==> config.mk <==
export PLATFORM = sky130hd
export DESIGN_NAME = pwm_multichannel
export DESIGN_NICKNAME = d
export VERILOG_FILES = /design/src/rtl/pwm_pkg.sv /design/src/rtl/pwm_deadtime.sv /design/src/rtl/pwm_multichannel.sv
export SDC_FILE = /design/constraint.sdc
export NUM_CORES = 1
export LEC_CHECK = 0
export ABC_CLOCK_PERIOD_IN_PS = 9300
export CAP_MARGIN = 20
export CORE_ASPECT_RATIO = 0.8
export CORE_MARGIN = 2
export CORE_UTILIZATION = 43
export CTS_CLUSTER_DIAMETER = 80
export CTS_CLUSTER_SIZE = 8
export DETAILED_ROUTE_END_ITERATION = 8
export GPL_ROUTABILITY_DRIVEN = 0
export PLACE_DENSITY = 0.7
export SLEW_MARGIN = 20
export SYNTH_ARGS = -nofsm -noshare
export SYNTH_HDL_FRONTEND = slang
export SYNTH_SLANG_ARGS = --single-unit
==> constraint.sdc <==
create_clock -name clk -period 9.3 [get_ports clk]
set_clock_uncertainty 0.1 [all_clocks]
set_input_delay 1.86 -clock clk [delete_from_list [all_inputs] [get_ports clk]]
set_output_delay 1.86 -clock clk [all_outputs]
set_load 0.01 [all_outputs]
==> src/rtl/pwm_pkg.sv <==
// Shared definitions for the multichannel PWM: per-channel control word layout.
// Latency: n/a (types and constants only).
// Backpressure: n/a.
package pwm_pkg;

  // ctrl_in bit positions: {alignment, polarity, enable}
  localparam int CTRL_EN_BIT    = 0;
  localparam int CTRL_POL_BIT   = 1;
  localparam int CTRL_ALIGN_BIT = 2;
  localparam int CTRL_W         = 3;

  typedef enum logic {
    ALIGN_LEFT   = 1'b0,
    ALIGN_CENTER = 1'b1
  } pwm_align_e;

  typedef struct packed {
    pwm_align_e alignment;
    logic       polarity;
    logic       enable;
  } pwm_ctrl_t;

endpackage

==> src/rtl/pwm_deadtime.sv <==
// One-channel dead-time inserter: drives a complementary pair from a level, delaying every rising edge.
// Latency: one register stage from lvl (same as the plain output path); rising edges add dead_time clocks.
// Backpressure: none; a level change shorter than dead_time never reaches either output.
//
// Ports: clk, n_rst (async active-low); en (channel active, else both outputs 0);
//        lvl (desired primary level); dead_time (gap in clocks); out_p / out_n (complementary pair).
module pwm_deadtime #(
  parameter int DT_W = 8
) (
  input  logic            clk,
  input  logic            n_rst,
  input  logic            en,
  input  logic            lvl,
  input  logic [DT_W-1:0] dead_time,
  output logic            out_p,
  output logic            out_n
);

  logic            lvl_q;
  logic [DT_W-1:0] gap;
  logic [DT_W-1:0] gap_nxt;

  // Any level change (or being disabled) restarts the gap; both sides stay low until it drains,
  // so a pulse that flips back before the gap expires is swallowed.
  always_comb begin
    gap_nxt = gap;
    if (!en || (lvl != lvl_q)) begin
      gap_nxt = dead_time;
    end else if (gap != '0) begin
      gap_nxt = gap - DT_W'(1);
    end
  end

  always_ff @(posedge clk or negedge n_rst) begin
    if (!n_rst) begin
      lvl_q <= 1'b0;
      gap   <= '0;
      out_p <= 1'b0;
      out_n <= 1'b0;
    end else begin
      lvl_q <= lvl;
      gap   <= gap_nxt;
      out_p <= en &&  lvl && (gap_nxt == '0);
      out_n <= en && !lvl && (gap_nxt == '0);
    end
  end

endmodule

==> src/rtl/pwm_multichannel.sv <==
// Multichannel PWM: one shared period counter, per-channel duty/ctrl, double-buffered period and duty.
// Latency: outputs are registered, one clock after the counter value; ctrl writes act on the next edge.
// Backpressure: none; every write is accepted, period/duty are staged and commit at the period wrap.
//
// Ports: clk, n_rst (async active-low); global_en (counter run); period_in/period_wen;
//        ch_sel + duty_in/duty_wen + ctrl_in/ctrl_wen (one channel per cycle, out-of-range ignored);
//        dead_time; pwm_out/pwm_out_n per channel; period_start (wrap pulse); update_pending.
// Build option: define PWM_DEADTIME_EN to insert a pwm_deadtime stage per channel.
module pwm_multichannel
  import pwm_pkg::*;
#(
  parameter  int NUM_CH = 4,
  parameter  int CNT_W  = 16,
  parameter  int DT_W   = 8,
  localparam int SEL_W  = (NUM_CH > 1) ? $clog2(NUM_CH) : 1
) (
  input  logic              clk,
  input  logic              n_rst,
  input  logic              global_en,
  input  logic [CNT_W-1:0]  period_in,
  input  logic              period_wen,
  input  logic [SEL_W-1:0]  ch_sel,
  input  logic [CNT_W-1:0]  duty_in,
  input  logic              duty_wen,
  input  logic [CTRL_W-1:0] ctrl_in,
  input  logic              ctrl_wen,
  input  logic [DT_W-1:0]   dead_time,
  output logic [NUM_CH-1:0] pwm_out,
  output logic [NUM_CH-1:0] pwm_out_n,
  output logic              period_start,
  output logic              update_pending
);

  logic [CNT_W-1:0]  cnt;
  logic [CNT_W-1:0]  per_act;
  logic [CNT_W-1:0]  per_stg;
  logic              per_pend;
  logic              p_zero;
  logic              wrap;
  logic              commit;
  logic [NUM_CH-1:0] duty_pend;

  assign p_zero = (per_act == '0);
  assign wrap   = !p_zero && global_en && (cnt == per_act - CNT_W'(1));
  // With no active period there is nothing to protect, so staged values land right away.
  assign commit = wrap || p_zero;

  assign update_pending = per_pend || (|duty_pend);

  always_ff @(posedge clk or negedge n_rst) begin
    if (!n_rst) begin
      cnt          <= '0;
      per_act      <= '0;
      per_stg      <= '0;
      per_pend     <= 1'b0;
      period_start <= 1'b0;
    end else begin
      period_start <= wrap;
      if (p_zero) begin
        cnt <= '0;
      end else if (global_en) begin
        cnt <= wrap ? '0 : cnt + CNT_W'(1);
      end
      if (commit && per_pend) begin
        per_act <= per_stg;
      end
      // A write landing on the commit edge stays pending for the next wrap.
      if (period_wen) begin
        per_stg  <= period_in;
        per_pend <= 1'b1;
      end else if (commit) begin
        per_pend <= 1'b0;
      end
    end
  end

  for (genvar i = 0; i < NUM_CH; i++) begin : g_ch
    logic             hit;
    logic [CNT_W-1:0] duty_act;
    logic [CNT_W-1:0] duty_stg;
    logic             pend;
    pwm_ctrl_t        ctrl_q;
    pwm_ctrl_t        ctrl_nxt;
    logic [CNT_W:0]   p_x;
    logic [CNT_W:0]   c_x;
    logic [CNT_W:0]   d_min;
    logic [CNT_W:0]   lead;
    logic             raw;
    logic             on;
    logic             lvl;

    // i is always in range, so an out-of-range ch_sel never matches any channel.
    assign hit = ({1'b0, ch_sel} == (SEL_W + 1)'(i));
    assign duty_pend[i] = pend;

    always_ff @(posedge clk or negedge n_rst) begin
      if (!n_rst) begin
        duty_act <= '0;
        duty_stg <= '0;
        pend     <= 1'b0;
        ctrl_q   <= '0;
      end else begin
        ctrl_q <= ctrl_nxt;
        if (commit && pend) begin
          duty_act <= duty_stg;
        end
        if (duty_wen && hit) begin
          duty_stg <= duty_in;
          pend     <= 1'b1;
        end else if (commit) begin
          pend <= 1'b0;
        end
      end
    end

    // Output registers see the incoming ctrl word so a write is visible one edge later.
    always_comb begin
      ctrl_nxt = ctrl_q;
      if (ctrl_wen && hit) begin
        ctrl_nxt.enable    = ctrl_in[CTRL_EN_BIT];
        ctrl_nxt.polarity  = ctrl_in[CTRL_POL_BIT];
        ctrl_nxt.alignment = pwm_align_e'(ctrl_in[CTRL_ALIGN_BIT]);
      end
    end

    // Center alignment is done one bit wider so P - min(D,P) and L + min(D,P) cannot wrap.
    always_comb begin
      p_x   = {1'b0, per_act};
      c_x   = {1'b0, cnt};
      d_min = ({1'b0, duty_act} >= p_x) ? p_x : {1'b0, duty_act};
      lead  = (p_x - d_min) >> 1;
      if (ctrl_nxt.alignment == ALIGN_CENTER) begin
        raw = (c_x >= lead) && (c_x < lead + d_min);
      end else begin
        raw = (cnt < duty_act);
      end
    end

    assign on  = ctrl_nxt.enable && !p_zero;
    assign lvl = raw ^ ctrl_nxt.polarity;

`ifdef PWM_DEADTIME_EN
    pwm_deadtime #(
      .DT_W (DT_W)
    ) u_deadtime (
      .clk       (clk),
      .n_rst     (n_rst),
      .en        (on),
      .lvl       (lvl),
      .dead_time (dead_time),
      .out_p     (pwm_out[i]),
      .out_n     (pwm_out_n[i])
    );
`else
    logic pwm_q;
    logic pwm_n_q;

    always_ff @(posedge clk or negedge n_rst) begin
      if (!n_rst) begin
        pwm_q   <= 1'b0;
        pwm_n_q <= 1'b0;
      end else begin
        pwm_q   <= on &&  lvl;
        pwm_n_q <= on && !lvl;
      end
    end

    assign pwm_out[i]   = pwm_q;
    assign pwm_out_n[i] = pwm_n_q;
`endif
  end

`ifdef PWM_DEADTIME_EN
`else
  // dead_time only matters when the dead-time stage is built.
  logic unused_dead_time;
  assign unused_dead_time = ^dead_time;
`endif

endmodule
# ---- Word level (Yosys, flattened, before mapping)
# Cells that the tools add are included.
dict set report totals {
  regBits 202
  inputBits 51
  output_inout_bits 10
  elab_cells 139
}
dict set report classes {
  n_addsub 10
  magnitude_cmp 16
  eq_ne 4
  mux 21
  n_bitwise 4
  n_reduce_logical 47
}
# cell count
set op_table {}
lappend op_table {{greater-or-equal comparator 16 bit} 8}
lappend op_table {{two-way mux 16 bit} 7}
lappend op_table {{adder 16 x 16 -> 17 bit} 4}
lappend op_table {{< comparator 16 x 17 -> 1 bit} 4}
lappend op_table {{subtractor 16 x 16 -> 17 bit} 4}
lappend op_table {{< comparator 16 bit} 4}
lappend op_table {{logical AND 1 bit} 31}
lappend op_table {{adder 16 x 1 -> 16 bit, second input constant} 1}
lappend op_table {{equality test 16 bit} 1}
lappend op_table {{zero test 16 bit} 1}
lappend op_table {{subtractor 16 x 1 -> 16 bit, second input constant} 1}
lappend op_table {{two-way mux 3 bit} 4}
lappend op_table {{nonzero test 2 bit} 6}
lappend op_table {{two-way mux 1 bit} 10}
lappend op_table {{zero test 1 bit} 5}
lappend op_table {{equality test 2 bit, second input constant} 2}
lappend op_table {{OR reduction 4 bit} 1}
lappend op_table {{bitwise XOR 1 bit} 4}
lappend op_table {{equality test 2 x 1 -> 1 bit, second input constant} 1}
lappend op_table {{zero test 2 bit} 1}
lappend op_table {{logical OR 1 bit} 2}

# ---- Logic depth before layout (Yosys ltp)
# Gate-level depths: netlist (run 1).
dict set report logic_depth {
  word_depth 10
  depth_mapped 38
  mapped_depth_nobuf 35
}

# ---- Worst setup path after synthesis (run 1)
# Ideal clock, no wire load.
dict set report synth_path {
  path_type {register to register}
  start {register per_act[6]}
  end {register g_ch[2].pwm_n_q}
  setup_time_ps 133
  t_arrival_ps 7646
  required_time_ps 9067
  path_slack_ps 1421
  stages_incl_launch_ff 35
  n_path_buf 5
  period_less_slack_ps 7879
  cell_sequence {dfrtp_1 -> clkbuf_1 -> clkinv_1 -> ha_1 -> a21o_1 -> a221o_1 -> a221oi_1 -> o21ai_1 -> a21oi_1 -> buf_2 -> buf_1 -> clkbuf_1 -> o21ai_0 -> ha_1 -> clkbuf_1 -> or2_2 -> o22ai_1 -> a211o_1 -> a31oi_1 -> a31oi_1 -> xnor2_1 -> ha_1 -> and3_1 -> a221oi_1 -> a31oi_1 -> nor3_1 -> nor2_1 -> o311a_1 -> ha_1 -> o21ai_0 -> nand2b_1 -> a21oi_1 -> o41ai_1 -> o211ai_1 -> mux2i_1}
}
dict set report synth_via {
  elab_chain_len 10
  elab_cells_between_ends 14
  cone_classes {2 x add/sub; 3 x order compare; 2 x mux; 1 x bitwise; 6 x reduce/logical}
}
# element line_no
set synth_rtl {}
lappend synth_rtl {{from (decl)} pwm_multichannel.sv:35} ;# logic [CNT_W-1:0] per_act;
lappend synth_rtl {{from (signal assigned)} pwm_multichannel.sv:65} ;# per_act <= per_stg;
lappend synth_rtl {{greater-or-equal comparator 16 bit} pwm_multichannel.sv:130} ;# d_min = ({1'b0, duty_act} >= p_x) ? p_x : {1'b0, duty_act};
lappend synth_rtl {{two-way mux 16 bit} pwm_multichannel.sv:130}
lappend synth_rtl {{subtractor 16 x 16 -> 17 bit} pwm_multichannel.sv:131} ;# lead = (p_x - d_min) >> 1;
lappend synth_rtl {{adder 16 x 16 -> 17 bit} pwm_multichannel.sv:133} ;# raw = (c_x >= lead) && (c_x < lead + d_min);
lappend synth_rtl {{< comparator 16 x 17 -> 1 bit} pwm_multichannel.sv:133}
lappend synth_rtl {{logical AND 1 bit} pwm_multichannel.sv:133}
lappend synth_rtl {{two-way mux 1 bit} pwm_multichannel.sv:132} ;# if (ctrl_nxt.alignment == ALIGN_CENTER) begin
lappend synth_rtl {{bitwise XOR 1 bit} pwm_multichannel.sv:140} ;# assign lvl = raw ^ ctrl_nxt.polarity;
lappend synth_rtl {{zero test 1 bit} pwm_multichannel.sv:164} ;# pwm_n_q <= on && !lvl;
lappend synth_rtl {{logical AND 1 bit *} pwm_multichannel.sv:164}
lappend synth_rtl {{to (signal assigned)} pwm_multichannel.sv:164}
lappend synth_rtl {{to (decl)} pwm_multichannel.sv:156} ;# logic pwm_n_q;
# Mark *: on every way between the ends. The rest lies on a longest branch, timed or not.
# A chain may end at the register's enable or synchronous reset.

# ---- Worst setup path after layout (run 1)
dict set report layout_path {
  start {register per_act[10]}
  end {register g_ch[2].pwm_q}
}
dict set report layout_via {
  elab_chain_len 9
  elab_cells_between_ends 13
  cone_classes {2 x add/sub; 3 x order compare; 2 x mux; 1 x bitwise; 5 x reduce/logical}
}
# element line_no
set layout_rtl {}
lappend layout_rtl {{greater-or-equal comparator 16 bit} pwm_multichannel.sv:130}
lappend layout_rtl {{two-way mux 16 bit} pwm_multichannel.sv:130}
lappend layout_rtl {{subtractor 16 x 16 -> 17 bit} pwm_multichannel.sv:131}
lappend layout_rtl {{adder 16 x 16 -> 17 bit} pwm_multichannel.sv:133}
lappend layout_rtl {{< comparator 16 x 17 -> 1 bit} pwm_multichannel.sv:133}
lappend layout_rtl {{logical AND 1 bit} pwm_multichannel.sv:133}
lappend layout_rtl {{two-way mux 1 bit} pwm_multichannel.sv:132}
lappend layout_rtl {{bitwise XOR 1 bit} pwm_multichannel.sv:140}
lappend layout_rtl {{logical AND 1 bit *} pwm_multichannel.sv:163} ;# pwm_q <= on && lvl;
lappend layout_rtl {{to (signal assigned)} pwm_multichannel.sv:163}
lappend layout_rtl {{to (decl)} pwm_multichannel.sv:155} ;# logic pwm_q;
# Marks and branches as above.

==> reports/metrics.csv, run 1 <==
metric,value,unit
syn_area,21500,µm²
cp_slowest_stage_delay,840,ps
cp-start-kind,flip-flop,
crit_top_cell,ha_1,
n_antenna_cell,0,
die_h,204,µm
setup_viol,0,
first_global_vias,19300,
ys_ff_latch,202,
synthTopCellsByCount,"350 x ha_1, 212 x inv_1, 202 x dfrtp_1",
routed_wl,63.7,mm
cp-end-kind,flip-flop,
slew_headroom,27.3,%
io_buffers,52,
coreArea,49600,µm²
synth_edf_count,0,
rsz0062_at_grt,no,
antenna_found_initial,1,
worstPathArrival,8850,ps
clk_path_buf_depth,3,
critPathKind,flip-flop to flip-flop,
cts.sinks,202,
status,finished clean,
cp.required,9600,ps
grt_max_degree,79,
drtPass1Iterations,6,
numCtsBuffers,29,
die_w,254,µm
drive_gt1_share,11.2,%
initial_utilization,43.4,%
crit_fanout,25,
cts_setup_buffers,0,
grt_pass1_wl,102,mm
synth_fp_nets,2842,
cts_resized,0,
final_nets,2894,
vias,19000,
ys_types,86,
insertion_delay,540,ps
io_pins,61,
min_period,8550,ps
dp_hpwl,49.4,mm
area_growth,9.80,%
drv_slew,0,
globalRoute.totalOverflow,0,
setup_tns,0,ps
synthCells,2441,
async_flop_share,100,%
synth_most_common_cell,ha_1,
hold_viol,0,
grt_usage,24.5,%
crit_slowest_cell,dfrtp_1,
drt_iter0_markers,1497,
yosysSeqAreaShare,23.5,%
synth_ff_type,dfrtp_1,
synth_area_leader_cell,dfrtp_1,
drc,0,
cts_tree,done,
viasPerCell,6.01,
synth_top_area_share,23.5,%
yosys_warnings,0,
rows,73,
fmax,117,MHz
hold_buffers,0,
fin_crit_sh,91.9,%
avgSynthCellArea,8.82,µm²
wl_per_cell,20.1,µm
cap_violations,0,
ant_nets,0,
fin_util,47.7,%
cts-root-buf,clkbuf_16,
cts_max_level,1,
yosys-top-cells-area,"dfrtp_1 23%, ha_1 20%, mux2_2 8.7%",
worst_pin_slew,1090,ps
hp-class,flip-flop to flip-flop,
dieArea,51900,µm²
clk_pin_slew,50,ps
[per-stage QoR]
step                std cells  area [µm²]  hold slack [ps]  setup WS, ps
CTS                      3168       23600              401           954
finish                   3168       23700              396           752
floorplan                2441       21500              361          1420
detailed placement       3137       22900              389          1040
global placement         3137       22900              377          1190
global route             3168       23700              416           308
[path summary, 6_finish.rpt]
kind | cells after the start | slack (ps) | from | end
max in group asynchronous | 2 | 6580 | n_rst | g_ch[2].duty_act[7]$_DFFE_PN0P_
max reg2reg | 29 | 750 | per_act[10]$_DFFE_PN0P_ | g_ch[2].pwm_q$_DFF_PN0_
min in group asynchronous | 1 | 1180 | n_rst | g_ch[1].ctrl_q[2]$_DFF_PN0_
max | 29 | 750 | per_act[10]$_DFFE_PN0P_ | g_ch[2].pwm_q$_DFF_PN0_
min reg2reg | 2 | 400 | g_ch[0].ctrl_q[0]$_DFF_PN0_ | g_ch[0].ctrl_q[0]$_DFF_PN0_
min | 2 | 400 | g_ch[0].ctrl_q[0]$_DFF_PN0_ | g_ch[0].ctrl_q[0]$_DFF_PN0_
[cell usage in the layout (no fill, tap or decap), drive strengths merged, types with 8 or more instances in the layout]
master         count
xnor2             91
o211a              8
nor4              12
o21a              17
or2               12
nand2b            45
o21ai            124
nand3             50
dfrtp            202
and3              18
mux2i             33
mux2             166
a31oi             27
ha               350
o211ai            26
clkbuf            30
o31ai             24
nor3              41
xor2              71
and4              10
maj3              12
buf               42
nor2b             43
or3               16
o21bai            18
a21oi            130
a21o             130
nor2             164
a211oi            32
and2              15
a211o             13
clkdlybuf4s50     51
inv              213
nand2            130
nand4             22
[final cells by class]
class	instances	area [µm²]
Inverter	216	811
Fill cell	4579	25900
Clock buffer	29	726
Multi-Input combinational cell	1950	15400
Clock inverter	2	17.5
Sequential cell	202	5050
Timing Repair Buffer	94	840
Tap cell	675	845
[cell families after synthesis]
kind of cell | after synthesis | synth area share, %
AOI/OAI and AO/OA | 633 | 19.8
and+or+nand+nor | 594 | 13.7
adders and majority gates | 362 | 20.9
buffers and inverters | 289 | 5.34
DFF | 202 | 23.5
muxes | 199 | 10.2
xor gates and xnor gates | 162 | 6.59
[flip-flops by register name, indices dropped and copies added (netlist names)]
name / flops
cnt: 16
g_ch.ctrl_q: 12
g_ch.duty_act: 64
g_ch.duty_stg: 64
g_ch.pend: 4
g_ch.pwm_n_q: 4
g_ch.pwm_q: 4
per_act: 16
per_pend: 1
per_stg: 16
period_start: 1
[metal layers]
| layer | global-route usage [%] | part of all wire [%] | vias to the layer above |
|---|---|---|---|
| li1 | - | - | 8920 |
| met1 | 32.7 | 45 | 9340 |
| met2 | 42.0 | 47 | 655 |
| met3 | 2.27 | 5.8 | 129 |
| met4 | 7.31 | 2.4 | 0 |
| met5 | 0 | 0 | - |
[worst max-delay path, delay by kind of cell (launching register included)]
family | cells | cell delay, ps
AND/OR/NAND/NOR | 6 | 1220
multiplexers | 1 | 190
XOR/XNOR | 1 | 210
buffers and inverters | 3 | 760
AO/OA/AOI/OAI | 14 | 3790
adder cells (fa/ha/maj) | 4 | 1280
flip-flops | 1 | 840
Power of run 1 is not shown: default switching activity piles up to over one toggle a cycle in this logic, so the estimate is an artifact.
==> run 2, diff against run 1 <==
--- a/config.mk
+++ b/config.mk
@@ -14,7 +14,6 @@
 export CTS_CLUSTER_SIZE = 8
 export DETAILED_ROUTE_END_ITERATION = 8
 export GPL_ROUTABILITY_DRIVEN = 0
-export PLACE_DENSITY = 0.7
 export SLEW_MARGIN = 20
 export SYNTH_ARGS = -nofsm -noshare
 export SYNTH_HDL_FRONTEND = slang
==> run 2 against run 1 <==
Effect of this change: first-iteration DRC count fell by 7.6%; fmax rose by 6.3%; worst hold slack got worse by 9.8 ps; via count fell by 2.7%; register-to-register slack improved by 510 ps.
==> reports/metrics.csv, run 2 (synthesis results as in run 1) <==
metric,value,unit,change
cts.sinks,202,,unchanged
grt_usage,25.1,%,was 24.5%
setup_tns,0,ps,unchanged
ant_nets,0,,unchanged
globalRoute.totalOverflow,0,,unchanged
hold_buffers,0,,unchanged
drt_iter0_markers,1383,,"was 1,497"
cap_violations,0,,unchanged
status,finished clean,,unchanged
drv_slew,0,,unchanged
grt_max_degree,125,,was 79
cts_tree,done,,unchanged
fillCellCount,4713,,"was 4,579"
io_buffers,52,,unchanged
fin_crit_sh,86.4,%,was 91.9%
grt_pass1_wl,102,mm,about the same
clk_path_buf_depth,3,,unchanged
worstPathArrival,8350,ps,was 8850 ps
cp.required,9610,ps,was 9600 ps
cp_slowest_stage_delay,620,ps,was 840 ps
first_global_vias,18400,,was 19.3k
io_pins,61,,unchanged
cp-end-kind,flip-flop,,unchanged
coreArea,49600,µm²,unchanged
routed_wl,65.0,mm,was 63.7 mm
hold_viol,0,,unchanged
hp-class,flip-flop to flip-flop,,unchanged
dp_hpwl,50.6,mm,was 49.4 mm
cts_max_level,1,,unchanged
numCtsBuffers,29,,unchanged
critPathKind,flip-flop to flip-flop,,unchanged
wl_per_cell,20.4,µm,was 20.1 µm
fmax,124,MHz,was 117 MHz
cts_setup_buffers,0,,unchanged
cp-start-kind,flip-flop,,unchanged
top_regs,"g_ch.duty_act: 64 flops, g_ch.duty_stg: 64 flops",,unchanged
drive_gt1_share,11.7,%,was 11.2%
slew_headroom,24.4,%,was 27.3%
initial_utilization,43.4,%,unchanged
cts_resized,0,,unchanged
dieArea,51900,µm²,unchanged
clk_pin_slew,60,ps,was 50 ps
vias,18500,,was 19.0k
antenna_found_initial,0,,was 1
insertion_delay,550,ps,was 540 ps
die_w,254,µm,unchanged
crit_fanout,13,,was 25
cts-root-buf,clkbuf_16,,unchanged
worst_pin_slew,1130,ps,was 1090 ps
rows,73,,unchanged
drc,0,,unchanged
min_period,8040,ps,was 8550 ps
rsz0062_at_grt,no,,unchanged
viasPerCell,5.82,,was 6.01
drtPass1Iterations,5,,was 6
layout_common_cells,"350 x ha_1, 212 x inv_1, 202 x dfrtp_1",,unchanged
die_h,204,µm,unchanged
final_nets,2909,,"was 2,894"
area_growth,10.4,%,was 9.80%
crit_slowest_cell,or4b_2,,was dfrtp_1
final_common_cell,ha_1,,unchanged
crit_top_cell,ha_1,,unchanged
setup_viol,0,,unchanged
-- run 2: cell types whose count changed in the layout (fill, tap and decap cells not counted), sizes merged --
cell,change
diode,+1
buf,+16
clkbuf,-1
-- run 2: worst paths after layout --
| check | startpoint | end | slack, ps | cells past startpoint |
|---|---|---|---|---|
| setup / recovery | per_act[6]$_DFFE_PN0P_ | g_ch[2].pwm_n_q$_DFF_PN0_ | 1260 | 30 |
| hold / removal | per_stg[8]$_DFFE_PN0P_ | per_act[8]$_DFFE_PN0P_ | 390 | 1 |
| setup reg to reg | per_act[6]$_DFFE_PN0P_ | g_ch[2].pwm_n_q$_DFF_PN0_ | 1260 | 30 |
| hold reg to reg | per_stg[8]$_DFFE_PN0P_ | per_act[8]$_DFFE_PN0P_ | 390 | 1 |
| max in group asynchronous | n_rst | g_ch[1].duty_act[2]$_DFFE_PN0P_ | 6470 | 2 |
| min in group asynchronous | n_rst | g_ch[1].pwm_q$_DFF_PN0_ | 1300 | 1 |
-- run 2: layer usage --
layer  vias to the layer above  part of all wire, %  GRT usage (%)
li1                       8985                    -              -
met1                      9021                   47           35.1
met2                       452                   46           42.2
met3                        77                  4.4           1.72
met4                         0                  1.9           5.80
met5                         -                    0              0
-- run 2: area by class of cell --
class,count,area [µm²],area share (%)
diodes,1,2.50,0.0105
inverters,216,811,3.41
well taps,675,845,3.55
flip-flops and latches,202,5050,21.3
clock inverters,2,17.5,0.0737
clock buffers,29,726,3.05
repair buffers,109,957,4.03
multi-input cells,1950,15400,64.6
-- run 2: metrics by stage --
step | setup slack, ps | area [µm²] | cells | hold slack, ps | util (%)
2_1_floorplan | 1420 | 21500 | 2441 | 361 | -
3_3_place_gp | 1490 | 23000 | 3152 | 376 | 46.4
3_5_place_dp | 1380 | 23000 | 3152 | 388 | 46.4
4_1_cts | 1370 | 23800 | 3183 | 386 | 47.9
5_1_grt | 674 | 23800 | 3183 | 410 | 47.9
6_report | 1260 | 23800 | 3184 | 386 | 47.9
-- run 2: worst max-delay path: cells and delay by family, from the launching register on --
kind | cells | cell delay (ps)
AOI/OAI and AO/OA | 18 | 4150
and+or+nand+nor | 5 | 1380
adders and majority gates | 4 | 1340
DFF | 1 | 350
buffers and inverters | 1 | 220
muxes | 1 | 180
xor gates and xnor gates | 1 | 170
Power of run 2 is left out for the same reason.
